**src/rtl/svga_pkg.sv**
```systemverilog
// Shared types and default 800x600@60 timing for the SVGA raster generator.
package svga_pkg;

    typedef struct packed {
        logic       hpol;
        logic       vpol;
        logic [1:0] shift;
    } svga_cfg_t;

    localparam svga_cfg_t SVGA_CFG_RESET = '{hpol: 1'b1, vpol: 1'b1, shift: 2'd0};

    localparam int SVGA_H_ACTIVE = 800;
    localparam int SVGA_H_FRONT  = 40;
    localparam int SVGA_H_SYNC   = 128;
    localparam int SVGA_H_BACK   = 88;
    localparam int SVGA_V_ACTIVE = 600;
    localparam int SVGA_V_FRONT  = 1;
    localparam int SVGA_V_SYNC   = 4;
    localparam int SVGA_V_BACK   = 23;
    localparam int SVGA_CLK_DIV  = 1;
    localparam int SVGA_CNT_W    = 11;

endpackage

```
**src/rtl/svga_timing_gen_if.sv**
```systemverilog
// Runtime configuration write port: polarity and coordinate downscale.
interface svga_timing_gen_if;

    logic       cfg_valid;
    logic       cfg_ready;
    logic       cfg_hpol;
    logic       cfg_vpol;
    logic [1:0] cfg_shift;

    modport master (output cfg_valid, cfg_hpol, cfg_vpol, cfg_shift, input cfg_ready);
    modport slave  (input cfg_valid, cfg_hpol, cfg_vpol, cfg_shift, output cfg_ready);

endinterface

```
**src/rtl/svga_axis_counter.sv**
```systemverilog
// One raster axis: counts active/front/sync/back and decodes sync and blank.
module svga_axis_counter #(
    parameter int ACTIVE = 800,
    parameter int FRONT  = 40,
    parameter int SYNC   = 128,
    parameter int BACK   = 88,
    parameter int W      = 11
) (
    input  logic         clk,
    input  logic         reset_n,
    input  logic         tick,
    input  logic         clr,
    output logic [W-1:0] count,
    output logic         wrap,
    output logic         sync_raw,
    output logic         blank
);

    localparam int TOTAL = ACTIVE + FRONT + SYNC + BACK;

    localparam logic [W-1:0] LAST       = W'(TOTAL - 1);
    localparam logic [W-1:0] ACT_END    = W'(ACTIVE);
    localparam logic [W-1:0] SYNC_START = W'(ACTIVE + FRONT);
    localparam logic [W-1:0] SYNC_END   = W'(ACTIVE + FRONT + SYNC);

    if (FRONT < 1 || SYNC < 1 || BACK < 1) begin : g_bad_porch
        $fatal(1, "svga_axis_counter: porch and sync widths must be >= 1");
    end
    if ((TOTAL - 1) >= (1 << W)) begin : g_bad_width
        $fatal(1, "svga_axis_counter: W too narrow for TOTAL-1");
    end

    // wrap means "this tick moves the counter from the last position back to 0".
    assign wrap     = tick && (count == LAST);
    assign sync_raw = (count >= SYNC_START) && (count < SYNC_END);
    assign blank    = (count >= ACT_END);

    // NOTE: state registers use non-blocking assignments so every flop samples
    // pre-edge values; blocking here would create order-dependent simulation.
    always_ff @(posedge clk or negedge reset_n) begin
        if (!reset_n) begin
            count <= '0;
        end else if (clr || wrap) begin
            count <= '0;
        end else if (tick) begin
            count <= count + 1'b1;
        end
    end

endmodule

```
**src/rtl/svga_timing_gen.sv**
```systemverilog
// SVGA raster timing generator: prescaler, H/V counters, double-buffered
// configuration and a fully registered output stage.
module svga_timing_gen
    import svga_pkg::*;
#(
    parameter int H_ACTIVE = SVGA_H_ACTIVE,
    parameter int H_FRONT  = SVGA_H_FRONT,
    parameter int H_SYNC   = SVGA_H_SYNC,
    parameter int H_BACK   = SVGA_H_BACK,
    parameter int V_ACTIVE = SVGA_V_ACTIVE,
    parameter int V_FRONT  = SVGA_V_FRONT,
    parameter int V_SYNC   = SVGA_V_SYNC,
    parameter int V_BACK   = SVGA_V_BACK,
    parameter int CLK_DIV  = SVGA_CLK_DIV,
    parameter int CNT_W    = SVGA_CNT_W
) (
    input  logic             clk,
    input  logic             reset_n,
    input  logic             enable,
    svga_timing_gen_if.slave cfg,
    output logic             hsync,
    output logic             vsync,
    output logic             hblank,
    output logic             vblank,
    output logic             de,
    output logic             next_vertical,
    output logic             next_frame,
    output logic [CNT_W-1:0] x_pos,
    output logic [CNT_W-1:0] y_pos
);

    localparam int PW = (CLK_DIV > 1) ? $clog2(CLK_DIV) : 1;
    localparam logic [PW-1:0] PRE_LAST = PW'(CLK_DIV - 1);

    if (CLK_DIV < 1) begin : g_bad_div
        $fatal(1, "svga_timing_gen: CLK_DIV must be >= 1");
    end

    logic [PW-1:0]    pre;
    logic             pix_tick;
    logic [CNT_W-1:0] h_count, v_count;
    logic             h_wrap, v_wrap, h_sync_raw, v_sync_raw, h_blank, v_blank;
    logic             visible, cfg_wr;
    svga_cfg_t        active_cfg, pending_cfg, wr_cfg;
    logic             pending_valid;

    // Gating the tick with enable keeps strobes and the config wrap quiet while stopped.
    assign pix_tick = enable && (pre == PRE_LAST);
    assign visible  = !h_blank && !v_blank;
    assign cfg_wr   = cfg.cfg_valid && cfg.cfg_ready;
    assign wr_cfg   = '{hpol: cfg.cfg_hpol, vpol: cfg.cfg_vpol, shift: cfg.cfg_shift};

    always_ff @(posedge clk or negedge reset_n) begin
        if (!reset_n) begin
            pre <= '0;
        end else if (!enable || pix_tick) begin
            pre <= '0;
        end else begin
            pre <= pre + 1'b1;
        end
    end

    svga_axis_counter #(
        .ACTIVE(H_ACTIVE), .FRONT(H_FRONT), .SYNC(H_SYNC), .BACK(H_BACK), .W(CNT_W)
    ) u_h (
        .clk(clk), .reset_n(reset_n), .tick(pix_tick), .clr(!enable),
        .count(h_count), .wrap(h_wrap), .sync_raw(h_sync_raw), .blank(h_blank)
    );

    svga_axis_counter #(
        .ACTIVE(V_ACTIVE), .FRONT(V_FRONT), .SYNC(V_SYNC), .BACK(V_BACK), .W(CNT_W)
    ) u_v (
        .clk(clk), .reset_n(reset_n), .tick(h_wrap), .clr(!enable),
        .count(v_count), .wrap(v_wrap), .sync_raw(v_sync_raw), .blank(v_blank)
    );

    // The frame-wrap cycle promotes the pending slot; a write in that same
    // cycle bypasses the slot and takes effect directly.
    always_ff @(posedge clk or negedge reset_n) begin
        if (!reset_n) begin
            cfg.cfg_ready <= 1'b0;
            active_cfg    <= SVGA_CFG_RESET;
            pending_cfg   <= SVGA_CFG_RESET;
            pending_valid <= 1'b0;
        end else begin
            cfg.cfg_ready <= 1'b1;
            if (v_wrap) begin
                pending_valid <= 1'b0;
                if (cfg_wr) begin
                    active_cfg <= wr_cfg;
                end else if (pending_valid) begin
                    active_cfg <= pending_cfg;
                end
            end else if (cfg_wr) begin
                pending_cfg   <= wr_cfg;
                pending_valid <= 1'b1;
            end
        end
    end

    always_ff @(posedge clk or negedge reset_n) begin
        if (!reset_n) begin
            hsync         <= 1'b0;
            vsync         <= 1'b0;
            hblank        <= 1'b1;
            vblank        <= 1'b1;
            de            <= 1'b0;
            next_vertical <= 1'b0;
            next_frame    <= 1'b0;
            x_pos         <= '0;
            y_pos         <= '0;
        end else if (!enable) begin
            hsync         <= !active_cfg.hpol;
            vsync         <= !active_cfg.vpol;
            hblank        <= 1'b1;
            vblank        <= 1'b1;
            de            <= 1'b0;
            next_vertical <= 1'b0;
            next_frame    <= 1'b0;
            x_pos         <= '0;
            y_pos         <= '0;
        end else begin
            hsync         <= h_sync_raw ~^ active_cfg.hpol;
            vsync         <= v_sync_raw ~^ active_cfg.vpol;
            hblank        <= h_blank;
            vblank        <= v_blank;
            de            <= visible;
            next_vertical <= h_wrap;
            next_frame    <= v_wrap;
            x_pos         <= visible ? (h_count >> active_cfg.shift) : '0;
            y_pos         <= visible ? (v_count >> active_cfg.shift) : '0;
        end
    end

endmodule

```
**src/flat_wrapper.sv**
```systemverilog
// flat-port wrapper written by rule: the top's interface ports become plain ports
module svga_timing_gen_flat import svga_pkg::*;
#(
    parameter int H_ACTIVE = SVGA_H_ACTIVE,
    parameter int H_FRONT  = SVGA_H_FRONT,
    parameter int H_SYNC   = SVGA_H_SYNC,
    parameter int H_BACK   = SVGA_H_BACK,
    parameter int V_ACTIVE = SVGA_V_ACTIVE,
    parameter int V_FRONT  = SVGA_V_FRONT,
    parameter int V_SYNC   = SVGA_V_SYNC,
    parameter int V_BACK   = SVGA_V_BACK,
    parameter int CLK_DIV  = SVGA_CLK_DIV,
    parameter int CNT_W    = SVGA_CNT_W
)
  (clk, reset_n, enable, hsync, vsync, hblank, vblank, de, next_vertical, next_frame, x_pos, y_pos, cfg_cfg_valid, cfg_cfg_hpol, cfg_cfg_vpol, cfg_cfg_shift, cfg_cfg_ready);
  svga_timing_gen_if cfg_i ();
  input  logic clk;
  input  logic reset_n;
  input  logic enable;
  output logic hsync;
  output logic vsync;
  output logic hblank;
  output logic vblank;
  output logic de;
  output logic next_vertical;
  output logic next_frame;
  output logic [CNT_W-1:0] x_pos;
  output logic [CNT_W-1:0] y_pos;
  input wire logic [$bits(cfg_i.cfg_valid)-1:0] cfg_cfg_valid;
  input wire logic [$bits(cfg_i.cfg_hpol)-1:0] cfg_cfg_hpol;
  input wire logic [$bits(cfg_i.cfg_vpol)-1:0] cfg_cfg_vpol;
  input wire logic [$bits(cfg_i.cfg_shift)-1:0] cfg_cfg_shift;
  output wire logic [$bits(cfg_i.cfg_ready)-1:0] cfg_cfg_ready;
  assign cfg_i.cfg_valid = cfg_cfg_valid;
  assign cfg_i.cfg_hpol = cfg_cfg_hpol;
  assign cfg_i.cfg_vpol = cfg_cfg_vpol;
  assign cfg_i.cfg_shift = cfg_cfg_shift;
  assign cfg_cfg_ready = cfg_i.cfg_ready;
  svga_timing_gen #(.H_ACTIVE(H_ACTIVE), .H_FRONT(H_FRONT), .H_SYNC(H_SYNC), .H_BACK(H_BACK), .V_ACTIVE(V_ACTIVE), .V_FRONT(V_FRONT), .V_SYNC(V_SYNC), .V_BACK(V_BACK), .CLK_DIV(CLK_DIV), .CNT_W(CNT_W)) u_core (.clk(clk), .reset_n(reset_n), .enable(enable), .cfg(cfg_i), .hsync(hsync), .vsync(vsync), .hblank(hblank), .vblank(vblank), .de(de), .next_vertical(next_vertical), .next_frame(next_frame), .x_pos(x_pos), .y_pos(y_pos));
endmodule
```
**config.mk**
```make
export PLATFORM = sky130hd
export DESIGN_NAME = svga_timing_gen_flat
export DESIGN_NICKNAME = d
export VERILOG_FILES = /design/src/rtl/svga_pkg.sv /design/src/rtl/svga_timing_gen_if.sv /design/src/rtl/svga_axis_counter.sv /design/src/rtl/svga_timing_gen.sv /design/src/flat_wrapper.sv
export SDC_FILE = /design/constraint.sdc
export NUM_CORES = 1
export LEC_CHECK = 0
export ABC_CLOCK_PERIOD_IN_PS = 2900
export CORE_UTILIZATION = 55
export CTS_CLUSTER_DIAMETER = 120
export DETAILED_ROUTE_END_ITERATION = 10
export PLACE_DENSITY = 0.86
export SYNTH_ARGS = -nofsm -noshare
export SYNTH_HDL_FRONTEND = slang
export SYNTH_SLANG_ARGS = --single-unit
```
**constraint.sdc**
```tcl
create_clock -name clk -period 2.9 [get_ports clk]
set_input_delay 0.58 -clock clk [delete_from_list [all_inputs] [get_ports clk]]
set_output_delay 0.58 -clock clk [all_outputs]
set_load 0.05 [all_outputs]
```
# Word level (Yosys, flattened, before mapping)
# Cells that the tools add are included.
# op_classes
addsub	3
order_cmp	6
n_eq_ne	2
shifts	2
mux	20
n_bitwise	4
n_reduce_logical	21
# ops
operator	count
11-bit 2-to-1 mux	8
11-bit by 10-bit >= comparator with 1-bit output (second input constant)	4
11-bit by 1-bit adder with 11-bit output (second input constant)	2
11-bit by 10-bit < comparator with 1-bit output (second input constant)	2
11-bit by 2-bit right shift with 11-bit output	2
11-bit by 10-bit == test with 1-bit output (second input constant)	1
11-bit == test (second input constant)	1
1-bit 2-to-1 mux	10
4-bit 2-to-1 mux	2
2-bit nonzero test	4
1-bit logical AND	7
1-bit zero test	5
2-bit AND reduction	2
1-bit logical OR	3
1-bit NOT	2
1-bit XNOR	2
1-bit adder (second input constant)	1
# totals
reg_bits	62

# Depth between registers and ports, before layout
# Gate-level depths: netlist of the first run.
# depth
ltp_word	6
ltp_mapped	7

# By module
# From an unflattened synthesis of the first run, not the netlist that was laid out.
# unflattened
cells_unflattened	264
hier_area_um2	3246.9
# modules_own_cells
mod	instances	cells_per_inst	area_per_inst_um2
svga_timing_gen	1	128	1906.8
svga_axis_counter (u_core.u_v)	1	70	710.7
svga_axis_counter (u_core.u_h)	1	66	629.4

# Worst setup path before layout of the first run
# OpenSTA, ideal clock, no wires.
# synth_path
kind	input -> register
start	in enable
end	reg u_core.u_v.count[4]
setup_ns	0.074
arrival_ns	2.131
setup_slack_ns	0.695
stages	6
path_buffers	2
path_cell_list	clkbuf_1 nand4b_1 or4_4 buf_6 or3_1 a21oi_2
# synth_between
elab_chain_cells	5
word_cells_on_any_way	7
# synth_rtl
element	line	text
start, declared	flat_wrapper.sv:19	input logic enable;
1-bit logical AND	svga_timing_gen.sv:48	assign pix_tick = enable && (pre == PRE_LAST);
1-bit logical AND (2 in series)	svga_axis_counter.sv:34	assign wrap = tick && (count == LAST);
1-bit logical OR	svga_axis_counter.sv:43	end else if (clr || wrap) begin
11-bit 2-to-1 mux / 2-bit nonzero test (equally long branches)	-	
end signal, assigned	svga_axis_counter.sv:46	count <= count + 1'b1;
end, declared	svga_axis_counter.sv:13	output logic [W-1:0] count,
# Several ways; a longest one is shown, not always the timed one.
# A chain may end at the register's enable or synchronous reset.

# Worst setup path after layout of the first run
# layout_path
start	reg u_core.u_h.count[7]
end	reg u_core.u_v.count[10]
# layout_between
elab_chain_cells	5
word_cells_on_any_way	6
# layout_rtl
element	line
start, declared	svga_axis_counter.sv:13
start signal, assigned	svga_axis_counter.sv:46
11-bit == test *	svga_axis_counter.sv:34
1-bit logical AND *	svga_axis_counter.sv:34
1-bit logical AND	svga_axis_counter.sv:34
1-bit logical OR	svga_axis_counter.sv:43
11-bit 2-to-1 mux / 2-bit nonzero test (equally long branches)	-
# Every way passes the cells marked *; elsewhere a longest branch is shown, timed or not.

==> results.cfg, run 1 <==
[clock_network]
cts-resized-gates = 0
h-tree-depth = 3
cts.sinks = 62
numCtsBuffers = 9
cts.path.max_buffers = 2
root_buffer = clkbuf_8
hold_buffers = 0
clk_latency_ps = 340
path_clk_slew_ps = 60
cts_setup_buffers = 0
cts_tree = done

[timing]
fmax_mhz = 438
whs_ps = 380
finalMaxSlewViolations = 0
clock_skew_ps = 8.82
setup_ws_ps = 616
worst_pin_slew_ps = 775
tns_ps = 0
hold_viol = 0
post-route-period-util_pct = 78.8
rsz0062_at_grt = false
finalSetupViolations = 0
max_slew_margin_pct = 48.3
min_period_ps = 2280

[cells_and_area]
area_growth_pct = 18.1
fillerInstances = 427
drive_gt1_share_pct = 14.4
layout.nets = 328
fin_area_um2 = 3750
diodes = 0

[yosys]
syn_area_um2 = 3180
synth-edff-count = 0
synth_ff_type = dfrtp_1
syn_inst = 288
ys.warnings.count = 0
yosysSeqAreaShare_pct = 49.0
async_flop_share_pct = 100
yosysUniqueCellTypes = 52
syn_area_per_cell_um2 = 11.0
ys_seq_elements = 62

[drt]
wl_per_cell_um = 15.1
vias = 2228
totalWireLength_mm = 5.92
postRouteAntennaNets = 0
drc_errors = 0
firstDrtPassIters = 4
viasPerCell = 5.68
first_iter_violations = 161

[worst_setup_path]
cp_slowest_cell = o41a_1
ff2ff_setup_slack_ps = 620
path_max_fanout = 14
crit_chain = or3_4 -> o41a_1 -> or4_1 -> a21oi_1
rr_worst_depth = 4
worst_setup_path_start_kind = flip-flop
slowest_delay_ps = 570
arrival_ps = 2550
end_kind = flip-flop
cp_num_buf_inv = 0
required_ps = 3170
critPathKind = flip-flop to flip-flop
cpLargestDelayFamily = simple AND/OR/NAND/NOR gates
worstReg2RegStart = u_core.u_h.count[7]$_DFFE_PN0P_
worstReg2RegEnd = u_core.u_v.count[10]$_DFFE_PN0P_

[grt]
grt_max_degree = 63
antenna_found_initial = 0
grt_pass1_wl_mm = 10.0
grtUsageTotal_pct = 22.0
grt_overflow = 0
first_global_vias = 2020

[run_status]
outcome = completed

[floorplanning]
num_rows = 27
start_util_pct = 57.4
ios = 38
placeableCoreArea_um2 = 5540
die_y_um = 78.0
die_w_um = 78.0
die_area_um2 = 6090

[pwr]
power_density_nw_per_um2 = 469
p_total_mw = 1.76
peakVddDrop_v = 0.000424
leakage_nw = 1.50

[hold_path]
min_path_type = primary input to async pin

[placement]
gp_congestion = 0.844
dp_worst_setup_slack_ps = 334
dp_hpwl_mm = 3.89
place_area_um2 = 3560
numPortBuffers = 37

[flow_run]
max-cap-violations = 0
[cell usage after synthesis (6+ instances only)]
master	n	area share, %
dfrtp_1	56	44
clkbuf_1	23	2.7
a21oi_1	19	3.0
nand2_1	18	2.1
nor2b_1	18	3.5
mux4_2	14	9.9
nor2_1	10	1.2
or3_1	9	1.8
inv_1	8	0.94
nand3_1	8	1.3
o21ai_0	8	1.3
dfstp_2	6	5.0
nand4_1	6	1.2
[registers in the layout, summed over array words and instances (netlist names), 4 cells and up]
name / count
u_core.u_h.count: 11
u_core.u_v.count: 11
u_core.pending_cfg: 4
u_core.y_pos: 11
u_core.x_pos: 11
u_core.active_cfg: 4
[how the worst max path moves through the flow]
stage                                               start                                to  depth (start not counted)
after floorplan                                    enable   u_core.u_v.count[4]$_DFFE_PN0P_                          6
after global routing      u_core.u_h.count[1]$_DFFE_PN0P_  u_core.u_v.count[10]$_DFFE_PN0P_                          5
after global placement                             enable  u_core.u_v.count[10]$_DFFE_PN0P_                          5
after CTS                 u_core.u_h.count[1]$_DFFE_PN0P_  u_core.u_v.count[10]$_DFFE_PN0P_                          5
final                     u_core.u_h.count[7]$_DFFE_PN0P_  u_core.u_v.count[10]$_DFFE_PN0P_                          4
after detailed placement                           enable  u_core.u_v.count[10]$_DFFE_PN0P_                          5
[power breakdown]
group / switching, mW / leakage [nW] / internal (mW) / total (mW)
Sequential: 0.0120 / 0.812 / 0.886 / 0.898
Clock: 0.314 / 0.0979 / 0.446 / 0.760
Combinational: 0.0664 / 0.595 / 0.0362 / 0.103
Total: 0.393 / 1.50 / 1.37 / 1.76
[layout make-up]
cell class	count	area (um^2)	area share, %
inverters	9	33.8	0.900
well taps	72	90.1	2.40
clock buffers	15	166	4.43
flip-flops and latches	62	1560	41.5
clock inverters	1	30.0	0.800
multi-input cells	191	1470	39.2
repair buffers	42	403	10.7
[per-stage QoR]
step / std cells / util, %
6_report: 392 / 67.8
3_3_place_gp: 376 / 64.2
2_1_floorplan: 290 / -
4_1_cts: 392 / 67.8
5_1_grt: 392 / 67.8
3_5_place_dp: 376 / 64.2
[placed cells by master, fill, tap and decap left out, types with 6 or more instances in the layout]
master	count
o21ai_0	8
inv_1	8
clkbuf_8	11
nand4_1	6
nor2_1	10
mux4_2	14
nand3_1	8
nor2b_1	18
or3_1	9
clkdlybuf4s50_1	36
dfstp_2	6
nand2_1	18
a21oi_1	19
dfrtp_1	56
[metal layers]
layer	vias to the layer above	global-route usage, %	share of wire (%)
li1	1080	-	-
met1	1076	29.3	46
met2	62	33.7	48
met3	10	5.70	4.9
met4	0	10.6	1.6
met5	-	0	0
[cell families after synthesis]
family / Yosys count / share of synthesized area (%)
DFF: 62 / 49.0
buffers and inverters: 37 / 4.92
adders and majority gates: 5 / 1.97
AOI/OAI and AO/OA: 54 / 10.7
and+or+nand+nor: 96 / 17.7
muxes: 22 / 12.6
xor gates and xnor gates: 10 / 2.75
other: 2 / 0.236
No activity file was read; power rests on OpenSTA's default activity.
==> run 2, diff against run 1 <==
- ABC_CLOCK_PERIOD_IN_PS: 2900 -> 2000
- CORE_UTILIZATION: 55 -> 50
- PLACE_DENSITY: 0.86 -> 0.83
- clock period: 2.9 -> 2 ns (I/O delays scaled with it)
==> run 2 against run 1 <==
The flow now finishes with violations (setup timing). Final area is 9.0% higher. Maximum frequency is 12% higher. Combinational power is 81% higher. Critical endpoint is now u_core.pending_valid$_DFFE_PN0P_. Highest routed layer unchanged.
==> results.cfg, run 2 (synthesized netlist as in run 1, its figures left out) <==
[cells_and_area]
final_util_pct = 67.9
layout.nets = 368
fillerInstances = 462
final_cells = 435
layout_common_cells = 56 x dfrtp_1, 44 x buf_4, 34 x clkdlybuf4s50_1, 18 x nand2_1, 18 x nor2b_1
diodes = 0
layout_commonest_cell = dfrtp_1
area_growth_pct = 28.7
drive_gt1_share_pct = 27.5

[timing]
clock_skew_ps = 13.4
worst_pin_slew_ps = 762
whs_ps = 47.8
max_slew_margin_pct = 49.2
rsz0062_at_grt = true
hold_viol = 0
post-route-period-util_pct = 102
finalSetupViolations = 5
setup_ws_ps = -46.7
finalMaxSlewViolations = 0
min_period_ps = 2050
fmax_mhz = 489

[drt]
first_iter_violations = 229
totalWireLength_mm = 7.03
viasPerCell = 5.81
drc_errors = 0
firstDrtPassIters = 4
vias = 2526
wl_per_cell_um = 16.2
postRouteAntennaNets = 0

[clock_network]
h-tree-depth = 3
root_buffer = clkbuf_8
cts_tree = done
path_clk_slew_ps = 70
numCtsBuffers = 9
cts.sinks = 62
clk_latency_ps = 350
cts.path.max_buffers = 2

[worst_setup_path]
cp_slowest_cell = or4_4
cpLargestDelayFamily = simple AND/OR/NAND/NOR gates
cp_num_buf_inv = 2
crit_chain = or3_4 -> or4_4 -> buf_12 -> nor4_4 -> buf_4 -> nor2b_1
slowest_delay_ps = 540
critPathKind = flip-flop to flip-flop
worst_setup_path_start_kind = flip-flop
end_kind = flip-flop
path_max_fanout = 7
required_ps = 2230
arrival_ps = 2270

[placement]
dp_hpwl_mm = 4.85
numPortBuffers = 37
gp_congestion = 0.892
place_inst = 414

[hold_path]
min_path_type = primary input to async pin

[floorplanning]
ios = 38
die_y_um = 81.7
start_util_pct = 52.8
die_w_um = 81.7
num_rows = 28
placeableCoreArea_um2 = 6030
die_area_um2 = 6680

[grt]
grt_pass1_wl_mm = 11.3
grt_max_degree = 63
first_global_vias = 2418
grtUsageTotal_pct = 23.1
grt_overflow = 0
antenna_found_initial = 0

[pwr]
power_density_nw_per_um2 = 604
leakage_nw = 1.72
peakVddDrop_v = 0.000498

[run_status]
failed_checks = setup timing
outcome = finished with violations

[flow_run]
max-cap-violations = 0
run 2: layout make-up:
cell class	instances	area, um^2	share of cell area (%)
sequential	62	1560	38.1
multi-input combinational	191	1500	36.7
timing repair buffer	82	727	17.8
clock buffer	12	155	3.79
tap	75	93.8	2.29
inverter	9	33.8	0.826
clock inverter	4	22.5	0.550
run 2: what timing repair did:
| item | in CTS | in global routing |
|---|---|---|
| setup buffers | 2 | 3 |
| endpoints found under the setup margin | 5 | 15 |
| resized for setup | 1 | 8 |
| pin swaps | 0 | 7 |
| hold buffers | 0 | 0 |
run 2: final timing paths:
path / slack, ps / start / to / depth (start not counted)
worst min register to register: 500 / u_core.pending_cfg[0]$_DFFE_PN0P_ / u_core.pending_cfg[0]$_DFFE_PN0P_ / 1
worst min-delay path: 50 / reset_n / u_core.u_v.count[2]$_DFFE_PN0P_ / 2
max in group asynchronous: 1630 / reset_n / u_core.hblank$_DFF_PN1_ / 2
worst max register to register: -50 / u_core.u_h.count[7]$_DFFE_PN0P_ / u_core.pending_valid$_DFFE_PN0P_ / 6
min in group clk: 500 / u_core.pending_cfg[0]$_DFFE_PN0P_ / u_core.pending_cfg[0]$_DFFE_PN0P_ / 1
worst max-delay path: -50 / u_core.u_h.count[7]$_DFFE_PN0P_ / u_core.pending_valid$_DFFE_PN0P_ / 6
run 2: power breakdown:
part	total (mW)	internal, mW	switching [mW]
clock network	0.992	0.511	0.481
logic	0.186	0.0727	0.114
registers	1.29	1.28	0.0108
total	2.47	1.87	0.606
run 2: per-layer routing:
metal  vias up  global-route usage [%]  wire length, um
met5         -                       0                0
met4         0                    8.77              140
met3        14                    6.11              467
met2       102                    37.9             3450
met1      1246                    29.2             2980
li1       1164                       -                -
run 2: per-stage QoR:
step                      setup TNS (ps)  total power [mW]  area (um^2)  setup slack [ps]
after floorplan                    -2.76              1.40         3190             -2.76
after global placement             -7720              1.49         3840              -246
after detailed placement          -10260              1.50         3840              -328
after CTS                          -14.4              2.49         4040             -14.4
after global routing                -463              2.55         4090             -94.6
final                               -142              2.47         4090             -46.7
